[config.mk]
export PLATFORM = sky130hd
export DESIGN_NAME = centroid_tracker
export DESIGN_NICKNAME = d
export VERILOG_FILES = /design/src/rtl/centroid_pkg.sv /design/src/rtl/centroid_div.sv /design/src/rtl/centroid_tracker.sv
export SDC_FILE = /design/constraint.sdc
export NUM_CORES = 1
export LEC_CHECK = 0
export ABC_AREA = 1
export BUFFER_PORTS_ARGS = -buffer_cell sky130_fd_sc_hd__buf_4
export CORE_ASPECT_RATIO = 2
export CORE_UTILIZATION = 65
export DETAILED_ROUTE_END_ITERATION = 7
export PLACE_DENSITY = 0.82
export SLEW_MARGIN = 30
export SYNTH_ARGS = -nofsm -noshare
export SYNTH_HDL_FRONTEND = slang
export SYNTH_SLANG_ARGS = --single-unit
[constraint.sdc]
create_clock -name clk -period 4.8 [get_ports clk]
set_clock_uncertainty 0.1 [all_clocks]
set_input_delay 0.96 -clock clk [delete_from_list [all_inputs] [get_ports clk]]
set_output_delay 0.96 -clock clk [all_outputs]
set_load 0.1 [all_outputs]
[src/rtl/centroid_pkg.sv]
// Shared geometry, datapath widths, FSM encoding and the coordinate clamp
// used by the centroid tracker and its divider.
package centroid_pkg;

  localparam int IMG_W_DEF = 1280;
  localparam int IMG_H_DEF = 720;
  localparam int COORD_W   = 11;
  localparam int SUM_W     = 32;
  localparam int CNT_W     = 20;

  typedef enum logic [1:0] {
    ACCUM  = 2'd0,
    DIV    = 2'd1,
    UPDATE = 2'd2
  } state_e;

  // Saturate a quotient to the last valid coordinate of the image
  function automatic logic [COORD_W-1:0] clamp_coord(input logic [SUM_W-1:0] q,
                                                     input int unsigned      lim);
    logic [SUM_W-1:0] lim_w;
    lim_w = SUM_W'(lim);
    return (q > lim_w) ? lim_w[COORD_W-1:0] : q[COORD_W-1:0];
  endfunction

endpackage

[src/rtl/centroid_div.sv]
// 32-step restoring divider. Dividend and divisor are read every iteration,
// so the caller must hold them stable from start until done.
module centroid_div
  import centroid_pkg::*;
(
  input  logic             clk,
  input  logic             rst_n,
  input  logic             start,
  input  logic [SUM_W-1:0] dividend,
  input  logic [CNT_W-1:0] divisor,
  output logic [SUM_W-1:0] quotient,
  output logic             done
);

  localparam logic [4:0] MSB = 5'(SUM_W - 1);

  logic             run_q, run_d;
  logic [4:0]       step_q, step_d;
  logic [CNT_W-1:0] rem_q, rem_d;
  logic [SUM_W-1:0] quo_q, quo_d;
  logic             done_q, done_d;
  logic [CNT_W:0]   trial;
  logic [CNT_W:0]   diff;

  always_comb begin
    run_d  = run_q;
    step_d = step_q;
    rem_d  = rem_q;
    quo_d  = quo_q;
    done_d = 1'b0;
    trial  = {rem_q, dividend[MSB - step_q]};
    diff   = trial - {1'b0, divisor};
    if (start) begin
      run_d  = 1'b1;
      step_d = '0;
      rem_d  = '0;
      quo_d  = '0;
    end else if (run_q) begin
      // Remainder stays below the divisor, so the restored value fits CNT_W bits
      if (trial >= {1'b0, divisor}) begin
        rem_d = diff[CNT_W-1:0];
        quo_d = {quo_q[SUM_W-2:0], 1'b1};
      end else begin
        rem_d = trial[CNT_W-1:0];
        quo_d = {quo_q[SUM_W-2:0], 1'b0};
      end
      step_d = step_q + 5'd1;
      if (step_q == MSB) begin
        run_d  = 1'b0;
        done_d = 1'b1;
      end
    end
  end

  always_ff @(posedge clk or negedge rst_n) begin
    if (!rst_n) begin
      run_q  <= 1'b0;
      step_q <= '0;
      rem_q  <= '0;
      quo_q  <= '0;
      done_q <= 1'b0;
    end else begin
      run_q  <= run_d;
      step_q <= step_d;
      rem_q  <= rem_d;
      quo_q  <= quo_d;
      done_q <= done_d;
    end
  end

  assign quotient = quo_q;
  assign done     = done_q;

endmodule

[src/rtl/centroid_tracker.sv]
// Accumulates masked pixel coordinates per frame and, at each frame end,
// divides the sums by the pixel count to publish the object centroid.
module centroid_tracker
  import centroid_pkg::*;
#(
  parameter int IMG_W = IMG_W_DEF,
  parameter int IMG_H = IMG_H_DEF
) (
  input  logic               clk,
  input  logic               rst_n,
  input  logic               de,
  input  logic               hsync,
  input  logic               vsync,
  input  logic               mask_in,
  output logic [COORD_W-1:0] x_center,
  output logic [COORD_W-1:0] y_center,
  output logic               center_valid,
  output logic               busy
);

  state_e             state_q, state_d;
  logic [COORD_W-1:0] x_pos_q, x_pos_d, y_pos_q, y_pos_d;
  logic [SUM_W-1:0]   sum_x_q, sum_x_d, sum_y_q, sum_y_d;
  logic [CNT_W-1:0]   count_q, count_d;
  logic [SUM_W-1:0]   snap_x_q, snap_x_d, snap_y_q, snap_y_d;
  logic [CNT_W-1:0]   snap_n_q, snap_n_d;
  logic               vs_q, vs_prev_q;
  logic [COORD_W-1:0] x_center_q, x_center_d, y_center_q, y_center_d;
  logic               center_valid_q, center_valid_d;
  logic               frame_end, pix_hit, launch;
  logic [SUM_W-1:0]   quo_x, quo_y;
  logic               done_x, done_y;
  logic               unused_hsync;

  assign unused_hsync = hsync;
  assign frame_end    = vs_q & ~vs_prev_q;
  assign pix_hit      = ~vsync & de & mask_in;
  assign launch       = frame_end && (state_q == ACCUM) && (count_q != '0);

  always_comb begin
    x_pos_d = x_pos_q;
    y_pos_d = y_pos_q;
    if (vsync) begin
      x_pos_d = '0;
      y_pos_d = '0;
    end else if (de) begin
      if (x_pos_q == COORD_W'(IMG_W - 1)) begin
        x_pos_d = '0;
        y_pos_d = (y_pos_q == COORD_W'(IMG_H - 1)) ? '0 : y_pos_q + COORD_W'(1);
      end else begin
        x_pos_d = x_pos_q + COORD_W'(1);
      end
    end
  end

  // Accumulators clear on every frame end, even when the frame is dropped
  always_comb begin
    sum_x_d = sum_x_q;
    sum_y_d = sum_y_q;
    count_d = count_q;
    if (frame_end) begin
      sum_x_d = '0;
      sum_y_d = '0;
      count_d = '0;
    end else if (pix_hit) begin
      sum_x_d = sum_x_q + SUM_W'(x_pos_q);
      sum_y_d = sum_y_q + SUM_W'(y_pos_q);
      count_d = count_q + CNT_W'(1);
    end
  end

  always_comb begin
    state_d        = state_q;
    snap_x_d       = snap_x_q;
    snap_y_d       = snap_y_q;
    snap_n_d       = snap_n_q;
    x_center_d     = x_center_q;
    y_center_d     = y_center_q;
    center_valid_d = 1'b0;
    case (state_q)
      ACCUM: begin
        if (launch) begin
          state_d  = DIV;
          snap_x_d = sum_x_q;
          snap_y_d = sum_y_q;
          snap_n_d = count_q;
        end
      end
      DIV: begin
        if (done_x && done_y) begin
          state_d        = UPDATE;
          x_center_d     = clamp_coord(quo_x, IMG_W - 1);
          y_center_d     = clamp_coord(quo_y, IMG_H - 1);
          center_valid_d = 1'b1;
        end
      end
      UPDATE:  state_d = ACCUM;
      default: state_d = ACCUM;
    endcase
  end

  always_ff @(posedge clk or negedge rst_n) begin
    if (!rst_n) begin
      state_q        <= ACCUM;
      x_pos_q        <= '0;
      y_pos_q        <= '0;
      sum_x_q        <= '0;
      sum_y_q        <= '0;
      count_q        <= '0;
      snap_x_q       <= '0;
      snap_y_q       <= '0;
      snap_n_q       <= '0;
      vs_q           <= 1'b0;
      vs_prev_q      <= 1'b0;
      x_center_q     <= '0;
      y_center_q     <= '0;
      center_valid_q <= 1'b0;
    end else begin
      state_q        <= state_d;
      x_pos_q        <= x_pos_d;
      y_pos_q        <= y_pos_d;
      sum_x_q        <= sum_x_d;
      sum_y_q        <= sum_y_d;
      count_q        <= count_d;
      snap_x_q       <= snap_x_d;
      snap_y_q       <= snap_y_d;
      snap_n_q       <= snap_n_d;
      vs_q           <= vsync;
      vs_prev_q      <= vs_q;
      x_center_q     <= x_center_d;
      y_center_q     <= y_center_d;
      center_valid_q <= center_valid_d;
    end
  end

  centroid_div u_div_x (
    .clk      (clk),
    .rst_n    (rst_n),
    .start    (launch),
    .dividend (snap_x_q),
    .divisor  (snap_n_q),
    .quotient (quo_x),
    .done     (done_x)
  );

  centroid_div u_div_y (
    .clk      (clk),
    .rst_n    (rst_n),
    .start    (launch),
    .dividend (snap_y_q),
    .divisor  (snap_n_q),
    .quotient (quo_y),
    .done     (done_y)
  );

  assign x_center     = x_center_q;
  assign y_center     = y_center_q;
  assign center_valid = center_valid_q;
  assign busy         = (state_q == DIV);

endmodule

==> results.yml, run 1 <==
timing:
  maxSlewViolCount: 0
  hold_violations: 0
  finalCritPeriodShare: 0.7929
  fin_setup_tns_ns: 0
  worst_pin_slew_ns: 0.9240
  rsz0062_at_grt: "no"
  holdWs_ns: 0.2788
  fmax_ghz: 0.2628
  final.min_clock_period_ns: 3.806
  setup_viol: 0
  relSlewSlack: 0.3840
  worst_slack_ns: 0.9941
logic_synthesis:
  synthCells: 2699
  ys_seq_area_frac: 0.4290
  synth_fp_nets: 2779
  synth_edf_count: 0
  netlist_area_mm2: 0.01954
  synthFlopType: "dfrtp_1"
  synthArstFlopShare: 1.000
  yosysUniqueCellTypes: 46
  synth_seq_cells: 335
  yosysWarnings: 0
  syn_area_per_cell_um2: 7.240
clock_network:
  clk_pin_slew_ns: 0.07
  cts_setup_buffers: 0
  clk_latency_ns: 0.61
  holdBufCountCts: 0
  cts_max_level: 1
  cts_resized: 0
  cts_num_sinks: 335
  cts_buffers: 30
  cts_tree: "done"
  root_buffer: "clkbuf_16"
  clk_path_buf_depth: 3
global_routing:
  antenna_found_initial: 0
  grt_max_degree: 113
  grt_first_pass_wirelength_um: 85120
  grt_use_total: 0.3451
  grt_overflow: 0
  grt_pass1_vias: 18250
critical_path:
  crit_family: "compound AO/OA/AOI/OAI gates"
  critical-path-max-stage-delay_ns: 0.68
  critPathMostFrequentCell: "nand2_1"
  rrSetupSlack_ns: 0.99
  cp.required_ns: 5.20
  reg2reg_depth: 16
  worstSetupPathType: "reg -> reg"
  crit_fanout: 19
  start_kind: "flip-flop"
  arrival_ns: 4.20
  crit_chain: "buf_4 -> clkinv_1 -> o21ai_0 -> nand3_1 -> nand3_1 -> nand2_1 -> nand2_1 -> ha_1 -> fa_1 -> nor3_1 -> o21ai_0 -> nand3b_1 -> nand2_1 -> nand2_1 -> nand2_1 -> nand2_1"
  r2r_start: "u_div_y.step_q[0]"
  worstSetupEndpointType: "flip-flop"
  slowest_stage: "o21ai_0"
  r2r-end: "u_div_y.rem_q[14]"
  crit_buf_inv: 2
finish:
  final_layout_size_suffix_gt1_frac: 0.04916
  final_common_cell: "nand2_1"
  layout_common_cells: "nand2_1 (813), inv_1 (395), dfrtp_1 (335)"
  multiInputGateArea_mm2: 0.009258
  nets: 2783
  stdcell_count: 3090
  fillers: 2425
  regArea_mm2: 0.008383
  antennaDiodeCount: 0
  area_growth_pct: 7.863
power:
  p_clk_frac: 0.224
  p_leak_nw: 10.68
  power.density_mw_per_mm2: 545.2
  p_sw_mw: 4.888
  power.internal_mw: 6.604
  combinationalPowerShare: 0.446
  seq_power_share: 0.330
  switching_share: 0.4253
  vdd_drop_max_mv: 0.3536
worst_hold_path:
  worstHoldPathCells: 0
  min_to: "vs_prev_q"
  hold_class: "reg -> reg"
  hp-start: "vs_q"
floorplan:
  start_util: 0.6622
  die_area_mm2: 0.03080
  die_width_um: 124.6
  fp.dieH_um: 247.2
  num_rows: 89
  core_area_mm2: 0.02951
  io_pins: 30
job:
  max-cap-violations: 0
drt:
  wl_per_cell_um: 16.88
  vias: 17980
  drc: 0
  drt_iter0_markers: 997
  routed_wl_um: 52160
  antenna_left: 0
  first_pass_iters: 7
  vias_per_cell: 5.820
placement:
  port_buffers: 28
  place_hpwl_um: 38090
  dp_cells: 3035
  place_ws_ns: 0.9091
  gp_congestion: 1.052
run_status:
  outcome: "finished clean"
-- cells in the mapped netlist (2+ instances only) --
library cell | n | share of area
nand2_4 | 2 | 0.0012
fa_1 | 4 | 0.0041
nand3b_1 | 33 | 0.013
o21ai_0 | 161 | 0.041
o21bai_1 | 4 | 0.0015
a21o_1 | 3 | 0.0012
nor2_2 | 4 | 0.0013
xnor2_1 | 16 | 0.0072
nor3_1 | 68 | 0.017
nand2_2 | 7 | 0.0022
buf_6 | 6 | 0.0035
and3_1 | 3 | 0.00096
nand3_1 | 186 | 0.048
a21oi_1 | 105 | 0.027
buf_4 | 4 | 0.0015
buf_1 | 8 | 0.0015
nand2_1 | 814 | 0.16
nor2_1 | 191 | 0.037
nand4_1 | 47 | 0.015
or2_2 | 4 | 0.0013
nor2_4 | 2 | 0.0012
nor4_1 | 12 | 0.0038
a21oi_2 | 2 | 0.00090
inv_1 | 395 | 0.076
o22ai_1 | 80 | 0.026
clkbuf_1 | 23 | 0.0044
and2_1 | 5 | 0.0016
ha_1 | 70 | 0.045
buf_2 | 36 | 0.0092
o21ai_1 | 33 | 0.0085
a31oi_1 | 3 | 0.00096
or2_0 | 2 | 0.00064
inv_2 | 8 | 0.0015
dfrtp_1 | 335 | 0.43
xor2_1 | 12 | 0.0054
-- worst max path at each step --
stage / from / to / slack (ns) / depth (start not counted)
6_report: u_div_y.step_q[0] / u_div_y.rem_q[14] / 0.99 / 16
5_1_grt: u_div_y.step_q[0] / u_div_y.rem_q[14] / 0.70 / 16
4_1_cts: u_div_x.step_q[1] / u_div_x.rem_q[17] / 0.90 / 16
3_5_place_dp: u_div_x.step_q[1] / u_div_x.rem_q[17] / 0.91 / 16
3_3_place_gp: u_div_x.step_q[1] / u_div_x.rem_q[17] / 0.99 / 16
2_1_floorplan: u_div_y.step_q[0] / u_div_y.rem_q[16] / 2.04 / 21
-- per-stage QoR --
| step | util | total power [mW] | area, µm² |
|---|---|---|---|
| final | 0.7142 | 11.49 | 21080 |
| after global routing | 0.7142 | 12.32 | 21080 |
| after CTS | 0.7140 | 11.45 | 21070 |
| after detailed placement | 0.6781 | 8.852 | 20010 |
| after global placement | 0.6781 | 8.682 | 20010 |
| after floorplan | - | 7.592 | 19540 |
-- kinds of logic (layout without fill, tap and decap cells) --
logic type | after synthesis | after routing | share of synthesized area
buf+inv | 482 | 509 | 0.09810
flops | 335 | 335 | 0.4290
compound gates | 398 | 398 | 0.1104
xor+xnor | 28 | 28 | 0.01255
simple gates | 1382 | 1382 | 0.3010
fa+ha+maj | 74 | 74 | 0.04892
-- registers in the layout, summed over array words and instances, names as in the netlist, 20 cells and up --
name,count
count_q,20
u_div_y.quotient,32
snap_n_q,20
u_div_x.rem_q,20
u_div_x.quotient,32
snap_y_q,32
snap_x_q,32
u_div_y.rem_q,20
sum_x_q,32
sum_y_q,32
-- area by class of cell --
| class | count | area share |
|---|---|---|
| Clock buffer | 43 | 0.04126 |
| Tap cell | 364 | 0.02161 |
| Clock inverter | 12 | 0.008905 |
| Timing Repair Buffer | 49 | 0.01900 |
| Inverter | 405 | 0.07225 |
| Multi-Input combinational cell | 1882 | 0.4392 |
| Sequential cell | 335 | 0.3977 |
-- worst register-to-register path: stages (launching register included) --
cell and delay [ns]:
dfrtp_1 0.33, buf_4 0.24, clkinv_1 0.46, o21ai_0 0.39, nand3_1 0.10, nand3_1 0.08
nand2_1 0.05, nand2_1 0.18, ha_1 0.27, fa_1 0.27, nor3_1 0.10, o21ai_0 0.68
nand3b_1 0.15, nand2_1 0.13, nand2_1 0.06, nand2_1 0.07, nand2_1 0.05
-- power by group through the flow --
stage / logic [mW] / clock network (mW) / registers, mW
2_1_floorplan: 3.91 / 0 / 3.68
3_3_place_gp: 4.88 / 0 / 3.80
3_5_place_dp: 5.03 / 0 / 3.82
4_1_cts: 5.06 / 2.61 / 3.78
5_1_grt: 5.77 / 2.71 / 3.84
6_report: 5.13 / 2.57 / 3.79
-- metal layers --
metal	wire length [µm]	track usage	vias up	share of wire
met1	17990	0.3316	8465	0.34
met4	4431	0.2931	0	0.085
met2	27470	0.6406	552	0.53
met3	2262	0.04933	265	0.043
li1	-	-	8702	-
met5	0	0	-	0
(Power assumes the default switching activity.)
==> inputs of run 2 (changes only) <==
ABC_AREA = 0   (was 1)
CORE_UTILIZATION = 64   (was 65)
PLACE_DENSITY = 0.81   (was 0.82)
clock period = 3.9 ns   (was 4.8 ns; I/O delays follow)
==> results.yml, run 2 <==
clock_network:
  cts_buffers: 29
  cts_num_sinks: 335
  clk_path_buf_depth: 3
  root_buffer: "clkbuf_16"
  clk_latency_ns: 0.58
  cts_tree: "done"
  cts_max_level: 1
  clk_pin_slew_ns: 0.07
critical_path:
  crit_family: "compound AO/OA/AOI/OAI gates"
  crit_buf_inv: 3
  rrSetupSlack_ns: -0.14
  critPathMostFrequentCell: "mux4_2"
  arrival_ns: 4.41
  critical-path-max-stage-delay_ns: 0.50
  start_kind: "flip-flop"
  slowest_stage: "mux4_2"
  cp.required_ns: 4.27
  r2r_start: "u_div_x.step_q[0]"
  worstSetupEndpointType: "flip-flop"
  crit_path_start: "u_div_x.step_q[0]"
  crit_fanout: 7
  worstSetupPathType: "reg -> reg"
  crit_chain: "buf_12 -> buf_8 -> mux4_2 -> mux4_2 -> mux2i_4 -> ha_2 -> nor2b_1 -> o21a_1 -> o21ai_2 -> a211oi_4 -> o311a_4 -> buf_4 -> or2_4 -> xnor2_2 -> o31ai_1"
finish:
  fillers: 1872
  antennaDiodeCount: 0
  final_design_area_no_fill_mm2: 0.02036
  final_layout_size_suffix_gt1_frac: 0.1383
  layout_common_cells: "dfrtp_1 (332), nand2_1 (307), nor2_1 (200)"
  final_common_cell: "dfrtp_1"
  area_growth_pct: 14.05
  nets: 2009
timing:
  holdWs_ns: 0.1176
  setup_viol: 31
  worst_pin_slew_ns: 0.9274
  hold_violations: 0
  finalCritPeriodShare: 1.035
  rsz0062_at_grt: "yes"
  relSlewSlack: 0.3752
  worst_slack_ns: -0.1381
  final.min_clock_period_ns: 4.038
  maxSlewViolCount: 0
  fmax_ghz: 0.2476
  fin_setup_tns_ns: -2.771
power:
  switching_share: 0.3711
  seq_power_share: 0.353
  p_leak_nw: 9.572
  p_clk_frac: 0.230
  power.internal_mw: 8.594
  power.density_mw_per_mm2: 671.2
  p_sw_mw: 5.070
  vdd_drop_max_mv: 0.3926
  combinationalPowerShare: 0.417
logic_synthesis:
  synthArstFlopShare: 1.000
  synth_seq_cells: 335
  synthFlopType: "dfrtp_1"
  yosysWarnings: 0
  yosysMostFrequentCell: "dfrtp_1"
  yosys.area_share.simple: 0.1959
  synth_top_cell_by_area: "dfrtp_1"
  synth_top_area_frac: 0.4696
  synth_common_cells: "dfrtp_1 (335), nand2_1 (317), nor2_1 (203), o21ai_0 (98), a21oi_1 (84)"
  syn_area_per_cell_um2: 9.494
  netlist_area_mm2: 0.01785
  ys_seq_area_frac: 0.4696
  synthCells: 1880
  yosysUniqueCellTypes: 76
  synth_fp_nets: 1960
  synthXorXnorAreaFrac: 0.05299
  synth_top_family_by_area: "simple AND/OR/NAND/NOR gates"
  synth_edf_count: 0
  synth_fa_ha_area_frac: 0.05355
  synth_compound_area_frac: 0.1266
  synthMuxAreaShare: 0.06898
  ys_top_cells_by_area: "dfrtp_1 (47%), nand2_1 (6.7%), ha_1 (4.9%)"
drt:
  first_pass_iters: 5
  vias_per_cell: 6.294
  drt_iter0_markers: 930
  drc: 0
  vias: 14500
  antenna_left: 0
  wl_per_cell_um: 18.96
  routed_wl_um: 43690
global_routing:
  antenna_found_initial: 0
  grt_overflow: 0
  grt_pass1_vias: 15150
  grt_use_total: 0.3123
  grt_first_pass_wirelength_um: 72010
  grt_max_degree: 86
floorplan:
  core_area_mm2: 0.02744
  io_pins: 30
  num_rows: 86
  die_width_um: 120.1
  fp.dieH_um: 238.2
  die_area_mm2: 0.02860
  start_util: 0.6505
worst_hold_path:
  hold_class: "in -> async"
placement:
  placed_area_mm2: 0.01873
  port_buffers: 28
  gp_congestion: 0.9345
  place_hpwl_um: 29230
job:
  max-cap-violations: 0
run_status:
  outcome: "complete, but fails checks"
  violations: "setup timing"
-- run 2: cell types whose count changed in the layout (fill, tap and decap cells not counted), moves of 51 or more --
cell / before / now
nand2_1: 813 / 307
o21ai_0: 161 / 90
o22ai_1: 80 / 0
inv_1: 395 / 53
nand3_1: 186 / 56
mux2i_1: 0 / 74
xnor2_1: 16 / 67
-- run 2: logic make-up (layout without fill, tap and decap cells) --
kind of cell | Yosys count | after routing
compound gates | 347 | 347
xor+xnor | 108 | 108
fa+ha+maj | 74 | 74
buf+inv | 145 | 217
flops | 335 | 335
mux | 98 | 98
simple gates | 773 | 773
-- run 2: layout make-up --
type	count	area (µm²)	share of cell area
Timing Repair Buffer	108	1016	0.04990
Multi-Input combinational cell	1400	9248	0.4542
Clock inverter	16	219.0	0.01076
Tap cell	352	440.4	0.02163
Inverter	55	209.0	0.01026
Clock buffer	38	839.6	0.04124
Sequential cell	335	8387	0.4120
-- run 2: per-layer routing --
layer | part of all wire | track usage | vias up
li1 | - | - | 6687
met1 | 0.36 | 0.3357 | 7259
met2 | 0.56 | 0.5920 | 392
met3 | 0.031 | 0.02796 | 163
met4 | 0.052 | 0.1667 | 0
met5 | 0 | 0 | -
-- run 2: stage by stage --
stage | setup slack, ns | utilization | std cells | total power, mW
floorplan | 0.07392 | - | 1880 | 8.285
global placement | -0.1350 | 0.6827 | 2233 | 9.529
detailed placement | -0.2606 | 0.6827 | 2233 | 9.757
CTS | -0.1130 | 0.7316 | 2294 | 13.26
global route | -0.2382 | 0.7420 | 2304 | 14.38
finish | -0.1381 | 0.7420 | 2304 | 13.66
-- run 2: power by group through the flow --
| stage | combinational (mW) | clock (mW) | sequential, mW |
|---|---|---|---|
| floorplan | 3.72 | 0 | 4.57 |
| global placement | 4.74 | 0 | 4.79 |
| detailed placement | 4.93 | 0 | 4.83 |
| CTS | 5.28 | 3.19 | 4.78 |
| global route | 6.19 | 3.30 | 4.89 |
| finish | 5.70 | 3.15 | 4.82 |
-- run 2: repair_timing --
item | CTS | global route
gates resized for setup | 45 | 54
hold buffers | 0 | 0
hold endpoints to repair | 0 | 0
pin swaps | 24 | 32
setup endpoints to repair | 41 | 41
setup buffers | 6 | 9
gates cloned | 2 | 1
-- run 2: worst paths after layout --
kind,cells after the start,end
max,15,u_div_x.rem_q[13]
min,1,u_div_y.rem_q[15]
max reg2reg,15,u_div_x.rem_q[13]
min reg2reg,0,vs_prev_q
max in group asynchronous,2,sum_y_q[9]
min in group clk,0,vs_prev_q
-- run 2: worst register-to-register path, stage by stage, from the launching register on --
cell,delay (ns)
dfrtp_1,0.39
buf_12,0.15
buf_8,0.12
mux4_2,0.50
mux4_2,0.49
mux2i_4,0.18
ha_2,0.21
nor2b_1,0.04
o21a_1,0.20
o21ai_2,0.21
a211oi_4,0.11
o311a_4,0.43
buf_4,0.16
or2_4,0.25
xnor2_2,0.16
o31ai_1,0.23
